==> config.mk <==
export PLATFORM = sky130hd
export DESIGN_NAME = uart_tx_flat
export DESIGN_NICKNAME = d
export VERILOG_FILES = /design/src/rtl/uart_tx_if.sv /design/src/rtl/uart_tx.sv /design/src/flat_wrapper.sv
export SDC_FILE = /design/constraint.sdc
export NUM_CORES = 1
export LEC_CHECK = 0
export CAP_MARGIN = 40
export CORE_MARGIN = 1.5
export CORE_UTILIZATION = 55
export DETAILED_ROUTE_END_ITERATION = 8
export PLACE_DENSITY_LB_ADDON = 0.08
export RECOVER_POWER = 25
export SETUP_SLACK_MARGIN = 0.1
export SLEW_MARGIN = 5
export SYNTH_ARGS = -nofsm -noshare
export SYNTH_HDL_FRONTEND = slang
export SYNTH_SLANG_ARGS = --single-unit
==> constraint.sdc <==
create_clock -name clk -period 3.05 [get_ports clk]
set_input_delay 0.4575 -clock clk [delete_from_list [all_inputs] [get_ports clk]]
set_output_delay 0.4575 -clock clk [all_outputs]
set_load 0.01 [all_outputs]
==> src/rtl/uart_tx_if.sv <==
// uart_tx_if: byte handshake between a producer and the UART transmitter.
//   tx_data  [7:0]  byte offered by the producer
//   tx_valid        tx_data is valid
//   tx_ready        transmitter can accept a byte this cycle
// Modports: master (producer side), slave (transmitter side).
interface uart_tx_if;
    logic [7:0] tx_data;
    logic       tx_valid;
    logic       tx_ready;

    modport master (
        output tx_data,
        output tx_valid,
        input  tx_ready
    );

    modport slave (
        input  tx_data,
        input  tx_valid,
        output tx_ready
    );
endinterface

==> src/rtl/uart_tx.sv <==
// uart_tx: serial UART transmitter. A byte accepted over the valid/ready
// handshake is shifted out LSB first as an 8N1 frame, or as 8E1 when the
// UART_TX_PARITY_EN macro is defined. Baud timing comes from an internal
// bit-period counter of CLKS_PER_BIT system clocks per bit.
// Ports:
//   clk        system clock, rising edge
//   rst_n      synchronous active-low reset
//   bus        uart_tx_if.slave (tx_data, tx_valid in; tx_ready out)
//   tx_o       serial line, idle high
//   tx_busy_o  frame in progress
//   tx_done_o  one-cycle pulse in the last cycle of the stop bit
//
// state    | meaning
// ---------+-----------------------------------------------
// S_IDLE   | line high, ready for a byte
// S_START  | start bit (line low)
// S_DATA   | 8 data bits, LSB first
// S_PARITY | even parity bit (only with UART_TX_PARITY_EN)
// S_STOP   | stop bit (line high)
module uart_tx #(
    parameter int CLKS_PER_BIT = 868
) (
    input  logic     clk,
    input  logic     rst_n,
    uart_tx_if.slave bus,
    output logic     tx_o,
    output logic     tx_busy_o,
    output logic     tx_done_o
);

    localparam int CNT_W = $clog2(CLKS_PER_BIT);
    localparam logic [CNT_W-1:0] CNT_LAST = CNT_W'(CLKS_PER_BIT - 1);
    localparam logic [CNT_W-1:0] CNT_PRE  = CNT_W'(CLKS_PER_BIT - 2);

    typedef enum logic [2:0] {
        S_IDLE,
        S_START,
        S_DATA,
        S_STOP
`ifdef UART_TX_PARITY_EN
        , S_PARITY
`endif
    } state_t;

    state_t           state_q, state_d;
    logic [CNT_W-1:0] cnt_q, cnt_d;
    logic [2:0]       bit_idx_q, bit_idx_d;
    logic [7:0]       shift_q, shift_d;
    logic             tx_q, tx_d;
    logic             ready_q, ready_d;
    logic             busy_q, busy_d;
    logic             done_q, done_d;
`ifdef UART_TX_PARITY_EN
    logic             parity_q, parity_d;
`endif

    logic bit_end;
    assign bit_end = (cnt_q == CNT_LAST);

    always_comb begin
        state_d   = state_q;
        cnt_d     = cnt_q;
        bit_idx_d = bit_idx_q;
        shift_d   = shift_q;
        tx_d      = tx_q;
        ready_d   = ready_q;
        busy_d    = busy_q;
        done_d    = 1'b0;
`ifdef UART_TX_PARITY_EN
        parity_d  = parity_q;
`endif
        case (state_q)
            S_IDLE: begin
                tx_d      = 1'b1;
                busy_d    = 1'b0;
                ready_d   = 1'b1;
                cnt_d     = '0;
                bit_idx_d = '0;
                // Handshake uses the registered ready so acceptance matches
                // what the producer saw on tx_ready this cycle.
                if (ready_q && bus.tx_valid) begin
                    state_d  = S_START;
                    shift_d  = bus.tx_data;
                    tx_d     = 1'b0;
                    busy_d   = 1'b1;
                    ready_d  = 1'b0;
`ifdef UART_TX_PARITY_EN
                    parity_d = ^bus.tx_data;
`endif
                end
            end
            S_START: begin
                if (bit_end) begin
                    state_d = S_DATA;
                    cnt_d   = '0;
                    tx_d    = shift_q[0];
                    shift_d = shift_q >> 1;
                end else begin
                    cnt_d = cnt_q + CNT_W'(1);
                end
            end
            S_DATA: begin
                if (bit_end) begin
                    cnt_d = '0;
                    if (bit_idx_q == 3'd7) begin
`ifdef UART_TX_PARITY_EN
                        state_d = S_PARITY;
                        tx_d    = parity_q;
`else
                        state_d = S_STOP;
                        tx_d    = 1'b1;
`endif
                    end else begin
                        bit_idx_d = bit_idx_q + 3'd1;
                        tx_d      = shift_q[0];
                        shift_d   = shift_q >> 1;
                    end
                end else begin
                    cnt_d = cnt_q + CNT_W'(1);
                end
            end
`ifdef UART_TX_PARITY_EN
            S_PARITY: begin
                if (bit_end) begin
                    state_d = S_STOP;
                    cnt_d   = '0;
                    tx_d    = 1'b1;
                end else begin
                    cnt_d = cnt_q + CNT_W'(1);
                end
            end
`endif
            S_STOP: begin
                if (bit_end) begin
                    state_d = S_IDLE;
                    cnt_d   = '0;
                    tx_d    = 1'b1;
                    busy_d  = 1'b0;
                    ready_d = 1'b1;
                end else begin
                    cnt_d = cnt_q + CNT_W'(1);
                    // Raised one count early so the registered pulse lands
                    // in the final cycle of the stop bit.
                    if (cnt_q == CNT_PRE) begin
                        done_d = 1'b1;
                    end
                end
            end
            default: begin
                state_d = S_IDLE;
                tx_d    = 1'b1;
                busy_d  = 1'b0;
                ready_d = 1'b0;
                cnt_d   = '0;
            end
        endcase
    end

    always_ff @(posedge clk) begin
        if (!rst_n) begin
            state_q   <= S_IDLE;
            cnt_q     <= '0;
            bit_idx_q <= '0;
            shift_q   <= '0;
            tx_q      <= 1'b1;
            ready_q   <= 1'b0;
            busy_q    <= 1'b0;
            done_q    <= 1'b0;
`ifdef UART_TX_PARITY_EN
            parity_q  <= 1'b0;
`endif
        end else begin
            state_q   <= state_d;
            cnt_q     <= cnt_d;
            bit_idx_q <= bit_idx_d;
            shift_q   <= shift_d;
            tx_q      <= tx_d;
            ready_q   <= ready_d;
            busy_q    <= busy_d;
            done_q    <= done_d;
`ifdef UART_TX_PARITY_EN
            parity_q  <= parity_d;
`endif
        end
    end

    assign bus.tx_ready = ready_q;
    assign tx_o         = tx_q;
    assign tx_busy_o    = busy_q;
    assign tx_done_o    = done_q;

endmodule

==> src/flat_wrapper.sv <==
// flat-port wrapper written by rule: the top's interface ports become plain ports
module uart_tx_flat 
#(
    parameter int CLKS_PER_BIT = 868
)
  (clk, rst_n, tx_o, tx_busy_o, tx_done_o, bus_tx_data, bus_tx_valid, bus_tx_ready);
  uart_tx_if bus_i ();
  input  logic clk;
  input  logic rst_n;
  output logic tx_o;
  output logic tx_busy_o;
  output logic tx_done_o;
  input wire logic [$bits(bus_i.tx_data)-1:0] bus_tx_data;
  input wire logic [$bits(bus_i.tx_valid)-1:0] bus_tx_valid;
  output wire logic [$bits(bus_i.tx_ready)-1:0] bus_tx_ready;
  assign bus_i.tx_data = bus_tx_data;
  assign bus_i.tx_valid = bus_tx_valid;
  assign bus_tx_ready = bus_i.tx_ready;
  uart_tx #(.CLKS_PER_BIT(CLKS_PER_BIT)) u_core (.clk(clk), .rst_n(rst_n), .bus(bus_i), .tx_o(tx_o), .tx_busy_o(tx_busy_o), .tx_done_o(tx_done_o));
endmodule
==> summary.txt <==
Fill count - 185
Top_reg_cell synth - dfxtp_1
Pins Over Slew Limit - 0
Core area - 0.00228 mm²
Pin count of the biggest net entering global routing - 22
Syn Nets - 165
Post-CTS Setup Inserts - 0
Setup TNS - 0 ps
Asr flop ratio synth - 0%
Residual DRC count - 0
Crit Path Max Fanout - 8
Detailed Route Iter0 Violations - 26
Die H - 52.8 µm
Antenna viol nets, final - 0
Cell mode on critical path - and2_1
First-pass GRT wire length - 3.95 mm
Die footprint - 0.00279 mm²
#FFs+latches synth - 27
Final worst-path cycle share - 62.0%
Chip Width - 52.8 µm
Slowest cell on crit path - dfxtp_1
Longest Clk Path Bufs - 2
Final setup violation count - 0
Initial DRT Pass Iterations - 4
Number of I/O pins - 15
DP HPWL - 1.80 mm
Number of flops mapped to enable cells by yosys - 0
Static power due to leakage - 0.636 nW
DP Area - 0.00152 mm²
H-tree Lvls - 1
Run status - complete, no violations
Reg clk slew, reported paths - 150 ps
Fin crit period - 1890 ps
GRT Total Usage - 19.4%
Finished Cell Area - 0.00155 mm²
CTS root buf - clkbuf_4
Hold Buf Count CTS - 0
CTS tree - done
Inserted Clock Buffers - 3
YS warnings - 0
Max Cap Viol - 0
Top delay family on crit path - simple AND/OR/NAND/NOR gates
Num rows - 17
# diodes - 0
Post-synthesis sequential area ratio - 39.6%
Final hold vios - 0
Fmax - 0.529 GHz
Hold Slack - 471 ps
Syn_area_per_cell - 9.41 µm²
NumNets Final - 179
Kind of critical path - register to register
Tot Pwr - 1.09 mW
CP Buf/Inv Count - 1
Worst path max stage delay - 390 ps
Worst-skew pair later-pin latency - 330 ps
Register Area - 541 µm²
Initial antenna violation count - 0
Ratio of cells with drive above 1 in the final layout - 6.33%
Area of the mapped netlist - 0.00136 mm²
Worst Hold Class - register to register
Drt wl/cell - 13.2 µm
Pwr/cell area - 699 mW/mm²
RePlAce Congestion - 0.830
Post-Route Skew - 10.7 ps
Commonest non-fill, non-tap cell in the layout - dfxtp_1
Most frequent cells in the layout - 27 x dfxtp_1, 14 x clkdlybuf4s50_1, 13 x nand3_1, 13 x nor2_1, 12 x mux2i_1
Worst-Margin Slew - 503 ps
DR vias/cell - 5.76
Synth cell types - 31
Core Util, Final - 68.2%
Area occupied by multi-input gates - 781 µm²
Max_slew headroom - 66.5%
Arr. time, crit path - 2160 ps
Total wire length - 2.45 mm
Remaining Overflow, GRT - 0
Cts repair resizes - 0
Vias in the first global route - 950
Initial Util - 59.9%
Via count - 1,072
Port Buffers - 14
Clock sink total - 27
Worst setup EP type - register
Synthesis-to-layout area growth - 13.9%
Peak VDD IR - 0.543 mV
Post-Syn Instances - 145
RSZ-0062 raised after global routing - false
Worst Setup Start Kind - register
CP Cell Sequence - inv_1 > ha_1 > a21oi_1 > and2_1 > and2_1 > mux2i_1
Worst endpoint required time - 3320 ps
==> state kept, by name, summed over array words and instances (netlist names) <==
register / cells
u_core.tx_o: 1
u_core.bit_idx_q: 3
u_core.state_q: 2
u_core.tx_busy_o: 1
u_core.tx_done_o: 1
u_core.bus.tx_ready: 1
u_core.cnt_q: 10
u_core.shift_q: 8
==> layout make-up <==
type                    instances  area share (%)
clock buffers                   3            1.45
clock inverters                 1           0.483
inverters                       5            1.21
multi-input cells             107            50.3
flip-flops and latches         27            34.8
well taps                      28            2.26
repair buffers                 15            9.51
==> synth_stat cells (all sizes together), types with 2 or more instances <==
cell / instances / area share (%)
xor2: 4 / 2.6
xnor2: 4 / 2.6
nand2b: 3 / 1.4
ha: 9 / 8.3
nand3: 13 / 4.8
nand4: 5 / 2.3
nor3: 2 / 0.73
nor2: 13 / 3.6
nand3b: 2 / 1.1
or2: 2 / 0.92
a21oi: 2 / 0.73
and4bb: 2 / 2.4
nor2b: 2 / 0.92
o211a: 7 / 5.1
nand2: 10 / 2.8
mux2i: 12 / 8.8
clkbuf: 5 / 1.4
inv: 5 / 1.4
a21boi: 2 / 1.1
dfxtp: 27 / 40
and2: 3 / 1.4
o21ai: 2 / 0.73
==> power by group <==
group	internal, mW	leakage (nW)	total (mW)	switching, mW
sequential	0.417	0.220	0.457	0.0408
combinational	0.220	0.402	0.465	0.245
clock	0.0503	0.0139	0.163	0.113
==> through the flow <==
step / cells / setup slack, ps
floorplan: 145 / 1330
global placement: 182 / 1080
detailed placement: 182 / 1040
CTS: 186 / 1180
global route: 186 / 937
finish: 186 / 1160
==> worst min-delay path, stage by stage (launching register included) <==
cell and delay (ps):
dfxtp_1 340, nand2_1 50, mux2i_1 50
==> routing by layer <==
| metal | GRT usage [%] | wire length (µm) |
|---|---|---|
| met5 | 0 | 0 |
| met4 | 3.85 | 14 |
| met3 | 6.00 | 146 |
| met2 | 34.2 | 1170 |
| met1 | 23.0 | 1120 |
==> path summary, 6_finish.rpt <==
| path | from | to | slack [ps] | cells past startpoint |
|---|---|---|---|---|
| setup / recovery | u_core.state_q[0] | u_core.shift_q[7] | 1160 | 6 |
| hold reg to reg | u_core.tx_busy_o | u_core.tx_busy_o | 470 | 2 |
| setup reg to reg | u_core.state_q[0] | u_core.shift_q[7] | 1160 | 6 |
| hold / removal | u_core.tx_busy_o | u_core.tx_busy_o | 470 | 2 |
==> kinds of logic after synthesis <==
kind of cell    Yosys count  share of synthesized area, %
compound gates           18                          11.1
xor+xnor                  8                          5.14
flops                    27                          39.6
mux                      12                          8.81
simple gates             60                          23.9
buf+inv                  11                          3.12
fa+ha+maj                 9                          8.26
Power figures use the tool's default switching activity.
